## config.mk

```make
export PLATFORM = sky130hd
export DESIGN_NAME = dvp_pattern_tx
export DESIGN_NICKNAME = d
export VERILOG_FILES = /design/src/rtl/dvp_pattern_tx.sv
export SDC_FILE = /design/constraint.sdc
export NUM_CORES = 1
export LEC_CHECK = 0
export CORE_AREA = 4 4 94 96
export DETAILED_ROUTE_END_ITERATION = 8
export DIE_AREA = 0 0 98 100
export GPL_TIMING_DRIVEN = 0
export SETUP_SLACK_MARGIN = 0.02
export SYNTH_ARGS = -nofsm -noshare
export SYNTH_HDL_FRONTEND = slang
export SYNTH_SLANG_ARGS = --single-unit
```

## constraint.sdc

```tcl
create_clock -name clk -period 3.6 [get_ports clk]
set_input_delay 0.9 -clock clk [delete_from_list [all_inputs] [get_ports clk]]
set_output_delay 0.9 -clock clk [all_outputs]
set_load 0.02 [all_outputs]
```

## src/rtl/dvp_pattern_tx.sv

```systemverilog
// dvp_pattern_tx: OV7670-style DVP sensor emulator, RGB565 test patterns, high byte first.
// Define DVP_TX_FRAME_STAMP_EN to replace pixel (0,0) of each frame with the frame counter.
module dvp_pattern_tx #(
    parameter int H_ACTIVE    = 640,
    parameter int V_ACTIVE    = 480,
    parameter int H_BLANK     = 144,
    parameter int VSYNC_LINES = 3,
    parameter int V_BACK      = 17,
    parameter int V_FRONT     = 10
) (
    input  logic        clk,
    input  logic        rst,
    input  logic        i_enable,
    input  logic [1:0]  i_pattern_sel,
    output logic        o_vsync,
    output logic        o_href,
    output logic [7:0]  o_data,
    output logic [15:0] o_frame_cnt,
    output logic        o_busy
);
    localparam int L    = 2 * H_ACTIVE + H_BLANK;
    localparam int VM0  = VSYNC_LINES > V_BACK ? VSYNC_LINES : V_BACK;
    localparam int VM1  = V_ACTIVE > V_FRONT ? V_ACTIVE : V_FRONT;
    localparam int VMAX = VM0 > VM1 ? VM0 : VM1;
    localparam int HW   = $clog2(L);
    localparam int VW   = $clog2(VMAX + 1);

    localparam logic [2:0] S_IDLE   = 3'd0;
    localparam logic [2:0] S_VSYNC  = 3'd1;
    localparam logic [2:0] S_VBACK  = 3'd2;
    localparam logic [2:0] S_ACTIVE = 3'd3;
    localparam logic [2:0] S_VFRONT = 3'd4;

    localparam logic [15:0] BARS [8] = '{16'hFFFF, 16'hFFE0, 16'h07FF, 16'h07E0,
                                         16'hF81F, 16'hF800, 16'h001F, 16'h0000};

    logic [2:0]    state_q, state_d;
    logic [HW-1:0] h_q, h_d;
    logic [VW-1:0] ln_q, ln_d;
    logic [1:0]    pat_q, pat_d;
    logic [15:0]   cnt_q, cnt_d;
    logic          vsync_q, href_q, busy_q;
    logic [7:0]    data_q;
    logic          vsync_d, href_d, busy_d;
    logic [7:0]    data_d;
    logic          last_h, last_ln;
    logic [15:0]   x, bar, pat_pix, pix;
    logic          y5;

    function automatic logic [VW-1:0] last_line(input logic [2:0] s);
        return s == S_VSYNC  ? VW'(VSYNC_LINES - 1) :
               s == S_VBACK  ? VW'(V_BACK - 1) :
               s == S_ACTIVE ? VW'(V_ACTIVE - 1) : VW'(V_FRONT - 1);
    endfunction

    assign last_h  = h_q == HW'(L - 1);
    assign last_ln = ln_q == last_line(state_q);

    always_comb begin
        state_d = state_q;
        h_d     = h_q;
        ln_d    = ln_q;
        pat_d   = pat_q;
        cnt_d   = cnt_q;
        if (state_q == S_IDLE) begin
            if (i_enable) begin
                state_d = S_VSYNC;
                pat_d   = i_pattern_sel;
            end
        end else begin
            h_d = last_h ? '0 : h_q + 1'b1;
            if (last_h) begin
                ln_d = last_ln ? '0 : ln_q + 1'b1;
                if (last_ln) begin
                    case (state_q)
                        S_VSYNC:  state_d = S_VBACK;
                        S_VBACK:  state_d = S_ACTIVE;
                        S_ACTIVE: state_d = S_VFRONT;
                        default: begin
                            cnt_d   = cnt_q + 16'd1;
                            state_d = i_enable ? S_VSYNC : S_IDLE;
                            pat_d   = i_enable ? i_pattern_sel : pat_q;
                        end
                    endcase
                end
            end
        end
    end

    // Outputs are derived from the next-state position so they register in step with the FSM.
    always_comb begin
        x       = 16'(h_d >> 1);
        y5      = |(16'(ln_d) & 16'h0020);
        bar     = x / 16'(H_ACTIVE / 8);
        pat_pix = pat_d == 2'd1 ? 16'h07E0 :
                  pat_d == 2'd2 ? {x[9:5], x[9:4], x[9:5]} :
                  pat_d == 2'd3 ? ((x[5] ^ y5) ? 16'hFFFF : 16'h0000) : BARS[bar[2:0]];
`ifdef DVP_TX_FRAME_STAMP_EN
        pix     = (x == 16'd0 && ln_d == '0) ? cnt_d : pat_pix;
`else
        pix     = pat_pix;
`endif
        vsync_d = state_d == S_VSYNC;
        href_d  = state_d == S_ACTIVE && h_d < HW'(2 * H_ACTIVE);
        data_d  = href_d ? (h_d[0] ? pix[7:0] : pix[15:8]) : 8'h00;
        busy_d  = state_d != S_IDLE;
    end

    always_ff @(posedge clk or posedge rst) begin
        if (rst) begin
            state_q <= S_IDLE;
            h_q     <= '0;
            ln_q    <= '0;
            pat_q   <= '0;
            cnt_q   <= '0;
            vsync_q <= 1'b0;
            href_q  <= 1'b0;
            data_q  <= '0;
            busy_q  <= 1'b0;
        end else begin
            state_q <= state_d;
            h_q     <= h_d;
            ln_q    <= ln_d;
            pat_q   <= pat_d;
            cnt_q   <= cnt_d;
            vsync_q <= vsync_d;
            href_q  <= href_d;
            data_q  <= data_d;
            busy_q  <= busy_d;
        end
    end

    assign o_vsync     = vsync_q;
    assign o_href      = href_q;
    assign o_data      = data_q;
    assign o_frame_cnt = cnt_q;
    assign o_busy      = busy_q;
endmodule
```

Word level (Yosys, flattened, before mapping)
Memories as Yosys holds them, arrays and structs flattened.
Index checks and enable logic that the tools add are counted.
W data, S select, Z words.

storage, ports and cells
  register bits after elaboration = 52
  ROM bits = 128
  input bits = 5
  output and inout bits = 27
  memories kept = 1

memories
  memory            depth  bits a word  rd ports  clocked after Yosys merged registers in  write ports  line  RTL
  (name not given)  8      16           1         0                                        0            97    pat_d == 2'd3 ? ((x[5] ^ y5) ? 16'hFFFF : 16'h0000) : BARS[bar[2:0]];

cells by class
  add/sub/neg operators = 3
  div/mod/pow operators = 1
  $lt $le $gt $ge = 2
  eq/ne operators = 10
  multiplexer cells = 27
  bitwise gates (word level) = 4
  reduce and logical (&&, ||, !) cells = 6

operator list
  cell                     number
  $mux W16                 6
  $mux W9                  4
  $mux W11                 2
  $add A16 B1 Y16 const B  1
  $div A10 B7 Y16 const B  1
  $mux W8                  2
  $mux W3                  4
  $mux W6                  2
  $add A11 B1 Y11 const B  1
  $eq A11 B11 Y1 const B   1
  $lt A11 B11 Y1 const B   1
  $mux W2                  5
  $add A9 B1 Y9 const B    1
  $eq A3 B2 Y1 const B     3
  $eq A9 B9 Y1             1
  $pmux W3 S3              1
  $eq A3 B1 Y1 const B     2
  $eq A2 B2 Y1 const B     2
  $ge A4 B4 Y1 const B     1
  $not A3 Y4               1
  $reduce_and A4 Y1        1
  $logic_not A3 Y1         1
  $reduce_bool A3 Y1       1
  $reduce_or A3 Y1         1
  other kinds (6)          7

Longest topological paths before layout
  depth in word-level cells = 15
  depth in mapped cells = 10
  gate-level depth less buffers = 10

Least setup slack after synthesis
Ideal clock, no wire load.

  path type = register to register
  start point = reg ln_q[2]
  end point = reg data_q[2] (netlist: o_data[2])
  setup time = 94 ps
  data arrival time = 3003 ps
  required time = 3506 ps
  setup slack = 503 ps
  stages on the path, launching flop included = 10
  path buffers = 0
  period minus slack after synthesis = 3097 ps
  path through = dfrtp_1 > or4_4 > a221oi_2 > a21bo_4 > o31ai_4 > mux2i_1 > inv_2 > nor4_1 > a211oi_2 > a211oi_1

between the ends
  elaborated cells between the ends (all ways) = 23
  classes of those cells = add/sub: 1; eq/ne: 5; mux: 15; bitwise: 1; reduce/logical: 1

RTL lines
  what                      line  RTL
  start: declaration        39    logic [VW-1:0] ln_q, ln_d;
  start signal: assignment  123   ln_q <= ln_d;
  $eq A9 B9 Y1 (*)          57    assign last_ln = ln_q == last_line(state_q);
  $mux W2 (*)               74    if (last_ln) begin
  $mux W2 (*)               72    if (last_h) begin
  $mux W2 (*)               65    if (state_q == S_IDLE) begin
  named net pat_d[0]        40    logic [1:0] pat_q, pat_d;
  $eq A2 B2 Y1              97
  $mux W16                  97
  $mux W16                  96    pat_d == 2'd2 ? {x[9:5], x[9:4], x[9:5]} :
  $mux W16 (*)              95    pat_pix = pat_d == 2'd1 ? 16'h07E0 :
  $mux W8 (*) (2 in a row)  105   data_d = href_d ? (h_d[0] ? pix[7:0] : pix[15:8]) : 8'h00;
  named net data_d[2]       45    logic [7:0] data_d;
  end signal: assignment    128   data_q <= data_d;
  end: declaration          43    logic [7:0] data_q;

Mark *: on every way through the listed nets, which the timed path passes. The rest lies on a longest branch.
A chain may end at the register's enable or synchronous reset.

Worst setup path after layout
Ends and elaborated chain as after synthesis.

==> flow_metrics.tcl <==
set metrics [dict create \
    status "finished, final reports clean" \
    max_clock_freq_mhz 298 \
    post_synth_instance_area_sq_mm 0.00314 \
    port_buffers 31 \
    power-per-cell-area_mw_per_mm2 362 \
    synth_adder_area_share_pct 1.52 \
    gp_congestion 0.833 \
    rrSetupSlack_ns 0.25 \
    worst_clock_skew_ns 0.0113 \
    cts_max_path_buffers 2 \
    synth_top_family_by_area "simple AND/OR/NAND/NOR gates" \
    die_x_um 98 \
    r2r-start "ln_q[2]" \
    n_antenna_cell 0 \
    htreeDepth 2 \
    critical_path_class "flip-flop to flip-flop" \
    firstDrtPassIters 4 \
    max_slew.worst_pin.slew_ns 0.989 \
    initialDrtViolationCount 103 \
    synth-seq-cells 52 \
    timing.critical_path.arrival_ns 3.55 \
    grt_overflow_total 0 \
    classification_of_the_worst_slack_hold_path "flip-flop to flip-flop" \
    critical_path.max_fanout 8 \
    final_max_slew_viol_count 0 \
    post_synth_xor_area_fraction_pct 6.70 \
    ir_drop_v 0.000218 \
    drt_wl_total_mm 7.53 \
    initial_antenna_violation_count 0 \
    initial_utilization_pct 39.0 \
    grt_usage_pct 15.9 \
    postCtsHoldBufs 0 \
    floorplan.rows 33 \
    yosysWarnings 0 \
    clk_pin_slew_worst_paths_ns 0.10 \
    cts-buffers-inserted 5 \
    synthSimpleGateAreaFrac_pct 25.0 \
    synthDominantAreaCellType "dfrtp_1" \
    first_global_vias 2659 \
    viasPerCell 5.62 \
    worst-endpoint-required_ns 3.80 \
    synth_flop_cell "dfrtp_1" \
    total_number_of_nets_in_the_final_design 381 \
    grt_setup_unrepaired "false" \
    yosys.cell_types.count 66 \
    first_pass_grt_wire_length_mm 12.9 \
    timing.final.setup_violations 0 \
    min-delay-start "o_frame_cnt[15]" \
    min_to "o_frame_cnt[15]" \
    yosys-mux-area-fraction_pct 2.23 \
    grt_start_max_net_pins 36 \
    synth_async_reset_ratio_pct 100 \
    insertion_delay_ns 0.30 \
    route.vias.total 2691 \
    kind_of_end_point_of_the_critical_path "flip-flop" \
    final_area_sq_mm 0.00376 \
    hold_viol_final 0 \
    synth_compound_area_share_pct 19.6 \
    floorplan.die.height_um 100 \
    synthesis.instances 334 \
    synth-edff-count 0 \
    placement_stage_cell_area_sq_mm 0.00360 \
    synth-seq-area-share_pct 41.5 \
    syn-num-nets 342 \
    tritoncts "done" \
    timing.max_cap.violations 0 \
    p_leak_nw 1.53 \
    core_region_area_sq_mm 0.00805 \
    final_util_pct 46.7 \
    floorplan.die_area_sq_mm 0.00980 \
    whs_path_depth 1 \
    post-synth-top-area-fraction_pct 41.5 \
    fin_crit_ns 3.35 \
    place_hpwl_mm 5.62 \
    report.power.total_mw 1.36 \
    drive_gt1_share_pct 12.0 \
    routedWlPerCell_um 15.7 \
    io_pins 32 \
    tightest_slew_margin_relative_to_the_limit_pct 33.9 \
    worst_r2r_endpoint "o_data[2]" \
    final_antenna_net_count 0 \
    clk_root_buffer_cell "clkbuf_8" \
    syn_avg_cell_area_sq_um 9.40 \
    min_period_over_period_pct 93.1 \
    synth_area_leaders "dfrtp_1, xnor2_1, nand2_1" \
    crit_path_start_kind "flip-flop" \
    ff2ff_path_depth 9 \
    route.detailed.drc 0 \
    cts.sink_count 52 \
    syn_to_final_growth_pct 19.7 \
]
-- power breakdown --
group	internal [mW]	total, mW	switching (mW)
registers	0.621	0.667	0.0451
clock network	0.228	0.430	0.203
logic	0.0961	0.264	0.168
total	0.945	1.36	0.416
-- registers in the layout (all words and copies together), names as in the netlist --
| signal | cells |
|---|---|
| h_q | 11 |
| ln_q | 9 |
| o_busy | 1 |
| o_data | 8 |
| o_frame_cnt | 16 |
| o_href | 1 |
| o_vsync | 1 |
| pat_q | 2 |
| state_q | 3 |
-- logic make-up (layout without fill, tap and decap cells) --
kind of cell               count (synthesis)  after routing
buffers and inverters                     26             66
xor gates and xnor gates                  24             24
AOI/OAI and AO/OA                         84             84
DFF                                       52             52
and+or+nand+nor                          138            138
adders and majority gates                  4              4
muxes                                      6              6
-- critical path: stages (launching register included) --
cell	delay, ns
dfrtp_1	0.46
or4_4	0.56
a221oi_2	0.28
a21bo_4	0.29
o31ai_4	0.37
mux2i_2	0.39
inv_2	0.16
nor4_4	0.37
a211oi_2	0.09
a211oi_1	0.27
-- through the flow --
stage	setup WS, ns	instances	hold WS (ns)	setup TNS (ns)
5_1_grt	0.0345	479	0.511	0
4_1_cts	0.0311	479	0.493	0
3_3_place_gp	-0.0444	470	0.459	-0.0643
2_1_floorplan	0.503	334	0.465	0
6_report	0.249	479	0.489	0
3_5_place_dp	-0.0275	471	0.470	-0.0297
-- cell usage after synthesis, drive strengths merged (3+ instances only) --
master,instances
xnor2,16
and3,5
nand3b,5
o221ai,3
a221oi,4
nand2b,4
ha,3
a31oi,4
xor2,8
or3,5
a21o,4
clkbuf,5
nor4,7
nor2b,6
dfrtp,52
mux2i,4
inv,14
a211oi,8
o31a,3
o21ai,22
buf,6
or2,3
nand4,10
nand2,33
o31ai,6
nor2,21
nor3,11
nand3,16
a21oi,15
-- worst max-delay path by stage --
| stage | start | slack (ns) | cells after the start | to |
|---|---|---|---|---|
| 2_1_floorplan | ln_q[2] | 0.50 | 9 | o_data[2] |
| 3_3_place_gp | i_enable | -0.04 | 8 | o_data[2] |
| 3_5_place_dp | i_enable | -0.03 | 8 | o_data[2] |
| 4_1_cts | ln_q[2] | 0.03 | 9 | o_data[2] |
| 5_1_grt | h_q[0] | 0.03 | 8 | o_data[2] |
| 6_report | ln_q[2] | 0.25 | 9 | o_data[2] |
-- repair_timing --
action                     4_1_cts  5_1_grt
setup buffers                    0        0
setup endpoints to repair        0        8
resized for setup                0        5
-- layout by cell type (no fill, tap or decap), types with 3 or more instances in the layout --
master           count
nand3b_1             5
or2_2                3
ha_1                 3
clkdlybuf4s50_1     31
a21oi_1             15
nor2b_1              6
xor2_1               8
nand3_1             16
a31oi_1              4
nor4_1               5
o21ai_0             21
nand2_1             33
nor3_1              10
o31ai_1              4
o221ai_1             3
inv_2                3
clkbuf_1             5
inv_1               11
nor2_1              19
a211oi_2             3
buf_2                5
or3_1                5
a211oi_1             5
dfrtp_1             52
clkbuf_8             6
nand4_1              8
xnor2_1             16
o31a_1               3
a21o_1               4
and3_1               5
nand2b_1             4
-- cell type report --
type                    count  area [sq um]
fillers                   785          4290
multi-input cells         256          1760
flip-flops and latches     52          1300
repair buffers             32           330
well taps                 105           131
clock buffers               6          82.6
inverters                  15          56.3
plain buffers              11          55.1
clock inverters             2          38.8
-- layer usage --
| metal | part of all wire (%) | wire (um) | GRT usage [%] | vias up |
|---|---|---|---|---|
| met2 | 48 | 3650 | 26.4 | 49 |
| met3 | 3.0 | 224 | 2.64 | 4 |
| met1 | 48 | 3590 | 21.9 | 1332 |
| met5 | 0 | 0 | 0 | - |
| met4 | 0.90 | 68 | 3.83 | 0 |
| li1 | - | - | - | 1306 |
Power figures use the tool's default switching activity.
==> edit 1: new RTL, config.mk and constraints unchanged <==
Add a define of `DVP_TX_FRAME_STAMP_EN`.
--- a/src/rtl/dvp_pattern_tx.sv
+++ b/src/rtl/dvp_pattern_tx.sv
@@ -1,5 +1,7 @@
 // dvp_pattern_tx: OV7670-style DVP sensor emulator, RGB565 test patterns, high byte first.
 // Define DVP_TX_FRAME_STAMP_EN to replace pixel (0,0) of each frame with the frame counter.
+`define DVP_TX_FRAME_STAMP_EN
+
 module dvp_pattern_tx #(
     parameter int H_ACTIVE    = 640,
     parameter int V_ACTIVE    = 480,
Check against the original RTL: same outputs for any inputs over 10 cycles, from zero or initial values and one cycle with rst high; that may be too few to reach the edited logic, so the function may still have changed.
==> edit 1 against the original RTL <==
Final area increased by 7.2%; via count increased by 11%; sequential cell count unchanged; worst setup slack got worse by 0.0068 ns; routed wire length increased by 18%; synthesized area increased by 7.3%; total power increased by 8.9%; critical path type unchanged; largest cell class unchanged.
==> edit 1: results (changes against the original RTL) <==
Sequential element share of the synthesized area: 38.7% (was 41.5%)
Post-synth cell types: 71 (was 66)
Vias in the first global route: 2,880 (was 2,659)
Commonest cells post-synth: 52 x dfrtp_1, 36 x nand2_1, 26 x nor2_1 (was 52 x dfrtp_1, 33 x nand2_1, 21 x o21ai_0)
# nets final: 415 (was 381)
M2 GR Usage: 31.9% (was 26.4%)
Drt initial violations: 199 (was 103)
GRT Util Overall: 18.7% (was 15.9%)
DRT met1 WL: 3.91 mm (was 3.59 mm)
Final clock skew: 0.00615 ns (was 0.0113 ns)
Slowest-stage cell, CP: dfrtp_1 (was or4_4)
M3 GR Usage: 2.99% (was 2.64%)
First-pass GRT wire length: 14.9 mm (was 12.9 mm)
Status: finished, final reports clean (unchanged)
M1 GR Usage: 24.9% (was 21.9%)
Met2 WL: 4.44 mm (was 3.65 mm)
N_diodes: 0 (unchanged)
DP Area: 3830 um^2 (was 3600 um^2)
Crit-path max FO: 10 (was 8)
Top post-synthesis cells by area: dfrtp_1 39%, xnor2_1 4.9%, nand2_1 4.0% (was dfrtp_1 41%, xnor2_1 4.5%, nand2_1 3.9%)
DP HPWL: 6.81 mm (was 5.62 mm)
Largest net degree at the start of global routing: 37 (was 36)
Met3 WL: 418 um (was 224 um)
Worst Path Arrival: 3.52 ns (was 3.55 ns)
Layout cells sized above 1: 12.5% (was 12.0%)
Gpl congestion: 0.856 (was 0.833)
Slew HR: 49.4% (was 33.9%)
Vias: 2,975 (was 2,691)
Leakage power total: 0.00166 uW (was 0.00153 uW)
[edit 1: area by class of cell]
type	instances	area (um^2)
timing repair buffer	35	365
buffer	13	71.3
sequential	52	1300
fill	759	4020
multi-input combinational	280	1990
clock buffer	7	86.3
tap	105	131
clock inverter	1	7.51
inverter	20	75.1
[edit 1: worst paths after layout]
path | from | endpoint | slack (ns) | depth (start not counted)
max in group asynchronous | rst | o_data[3] | 2.17 | 3
min reg2reg | o_frame_cnt[15] | o_frame_cnt[15] | 0.52 | 1
max | state_q[1] | o_data[1] | 0.24 | 12
min | o_frame_cnt[15] | o_frame_cnt[15] | 0.52 | 1
max reg2reg | state_q[1] | o_data[1] | 0.24 | 12
min in group asynchronous | rst | ln_q[3] | 0.90 | 2
[edit 1: power breakdown]
group	internal, uW	leakage (uW)	switching, uW
logic	165	0.000922	284
registers	621	0.000695	54.3
clock network	157	0.0000445	201
[edit 1: per-stage QoR]
| stage | cells | utilization [%] | hold slack [ns] |
|---|---|---|---|
| after CTS | 511 | 49.0 | 0.534 |
| after floorplan | 366 | - | 0.518 |
| after global placement | 502 | 47.3 | 0.497 |
| after detailed placement | 503 | 47.5 | 0.507 |
| final | 513 | 50.0 | 0.522 |
| after global routing | 513 | 50.0 | 0.561 |
[edit 1: timing repair]
item                                   4_1_cts  5_1_grt
pin swaps                                    0        2
setup endpoints to repair                    8        8
resized for setup                            4       10
buffers inserted                             0        3
endpoints found under the hold margin        0        0
[edit 1: kinds of logic after synthesis]
family | synth area share (%)
adders and majority gates | 1.41
muxes | 1.86
and+or+nand+nor | 23.5
DFF | 38.7
xor gates and xnor gates | 8.33
buffers and inverters | 4.46
AOI/OAI and AO/OA | 21.8
==> edit 2: new RTL, config.mk and constraints unchanged <==
Made on the original files. The output `o_data` loses its register stage (`data_q` becomes a continuous assignment).
--- a/src/rtl/dvp_pattern_tx.sv
+++ b/src/rtl/dvp_pattern_tx.sv
@@ -115,7 +115,6 @@
             cnt_q   <= '0;
             vsync_q <= 1'b0;
             href_q  <= 1'b0;
-            data_q  <= '0;
             busy_q  <= 1'b0;
         end else begin
             state_q <= state_d;
@@ -125,10 +124,11 @@
             cnt_q   <= cnt_d;
             vsync_q <= vsync_d;
             href_q  <= href_d;
-            data_q  <= data_d;
             busy_q  <= busy_d;
         end
     end
+
+    assign data_q = data_d;
 
     assign o_vsync     = vsync_q;
     assign o_href      = href_q;
Function: same outputs for any inputs over 10 cycles, from zero or initial values and one cycle with rst high; that may be too few to reach the edited logic, so the function may still have changed.
==> edit 2 against the original RTL <==
The run now ends with setup timing left; routed wire length is 9.2% higher; maximum frequency is 21% lower; sequential share of layout area is 9.0 points lower; utilization is 7.0 points higher; sequential cell count is 8 lower; total power is 1.1% lower; clock skew is 0.0010 ns lower; global-route usage is 0.64 points higher; worst setup slack worse by 0.88 ns; final area is 15% higher; synthesized area is 10% lower; critical endpoint is now o_data[0].
==> edit 2: results (changes against the original RTL) <==
CTS clk-pin slew, worst paths: 0.08 ns (was 0.10 ns)
Sequential element share of the synthesized area: 39.0% (was 41.5%)
Largest net degree at the start of global routing: 31 (was 36)
Slowest-stage cell, CP: dfrtp_1 (was or4_4)
Setup TNS: -4.73 ns (was 0 ns)
Crit-path max FO: 7 (was 8)
GRT Util Overall: 16.6% (was 15.9%)
Layout cells sized above 1: 36.8% (was 12.0%)
Top delay family on crit path: simple AND/OR/NAND/NOR gates (was compound AO/OA/AOI/OAI gates)
Mapped Nets: 318 (was 342)
Commonest cells post-synth: 50 x nand2_1, 44 x dfrtp_1, 18 x o21ai_0, 18 x xnor2_1, 17 x nand3_1 (was 52 x dfrtp_1, 33 x nand2_1, 21 x o21ai_0)
Xor and xnor area share after synthesis: 7.71% (was 6.70%)
Vias in the first global route: 2,718 (was 2,659)
Status: finished with violations (was finished, final reports clean)
Compound-Gate Fraction of Synth Area: 18.3% (was 19.6%)
Max rail drop VDD: 0.000174 V (was 0.000218 V)
# nets final: 404 (was 381)
Setup violators final: 8 (was 0)
Post-synthesis adder-cell area fraction: 2.04% (was 1.52%)
Gpl congestion: 0.831 (was 0.833)
FILL cells: 709 (was 785)
Drt via density: 5.43 (was 5.62)
Place WS: -1.31 ns (was -0.0275 ns)
WL final: 8.22 mm (was 7.53 mm)
Final worst setup slack: -0.629 ns (was 0.249 ns)
DP HPWL: 5.20 mm (was 5.62 mm)
Leakage power total: 0.00170 uW (was 0.00153 uW)
First-pass GRT wire length: 13.5 mm (was 12.9 mm)
Worst Path Arrival: 3.33 ns (was 3.55 ns)
Failing checks: setup timing
CP peak stage delay: 0.40 ns (was 0.56 ns)
Final clock skew: 0.0103 ns (was 0.0113 ns)
Top post-synthesis cells by area: dfrtp_1 39%, nand2_1 6.6%, xnor2_1 5.6% (was dfrtp_1 41%, xnor2_1 4.5%, nand2_1 3.9%)
DRT met1 WL: 3.75 mm (was 3.59 mm)
Drt initial violations: 156 (was 103)
Mux cell area share after synthesis: 2.61% (was 2.23%)
Post-synth cell types: 60 (was 66)
Met2 WL: 4.08 mm (was 3.65 mm)
==> edit 2: changes by cell type in the layout (fill, tap and decap cells not counted), sizes merged, moves of 4 or more <==
cell           delta
a211oi            -7
a21o              -4
a21oi             -9
a221oi            +4
buf              +54
clkdlybuf4s50     -9
dfrtp             -8
nand2            +18
nor2              -8
==> edit 2: area by class of cell <==
type	count	share of cell area, %
Buffer	7	1.65
Clock buffer	7	2.00
Clock inverter	1	0.174
Inverter	15	1.48
Multi-Input combinational cell	244	49.0
Sequential cell	44	25.6
Tap cell	105	3.04
Timing Repair Buffer	79	17.0
==> edit 2: timing repair <==
action,CTS,global route
setup endpoints to repair,8,8
resized for setup,104,27
setup buffers,34,14
pin swaps,23,12
==> edit 2: worst paths after layout <==
path                            startpoint         endpoint  slack (ns)  cells after the start
hold / removal             o_frame_cnt[15]  o_frame_cnt[15]        0.48                      1
setup reg to reg                state_q[1]  o_frame_cnt[10]        0.36                     13
setup / recovery                    h_q[0]        o_data[0]       -0.63                     13
max in group asynchronous              rst           h_q[2]        2.22                      3
hold reg to reg            o_frame_cnt[15]  o_frame_cnt[15]        0.48                      1
min in group asynchronous              rst          ln_q[3]        0.88                      2
==> edit 2: cells by family (layout without fill, tap and decap cells) <==
| kind of cell | count (synthesis) | in the layout |
|---|---|---|
| AOI/OAI and AO/OA | 65 | 65 |
| and+or+nand+nor | 144 | 144 |
| muxes | 6 | 6 |
| xor gates and xnor gates | 24 | 24 |
| buffers and inverters | 22 | 109 |
| DFF | 44 | 44 |
| adders and majority gates | 5 | 5 |
==> edit 2: stage by stage <==
| stage | instances | instance area [um^2] |
|---|---|---|
| after floorplan | 310 | 3010 |
| after global placement | 446 | 3450 |
| after detailed placement | 447 | 3470 |
| after CTS | 488 | 4100 |
| after global routing | 502 | 4320 |
| final | 502 | 4320 |
==> edit 2: power breakdown <==
part / switching, uW / internal, uW
clock: 177 / 156
combinational: 227 / 193
sequential: 56.8 / 535
total: 461 / 885
==> edit 2: routing by layer <==
metal | track usage (%) | up-vias
met3 | 3.20 | 15
met2 | 27.1 | 62
met5 | 0 | -
li1 | - | 1310
met1 | 22.2 | 1339
met4 | 5.11 | 0
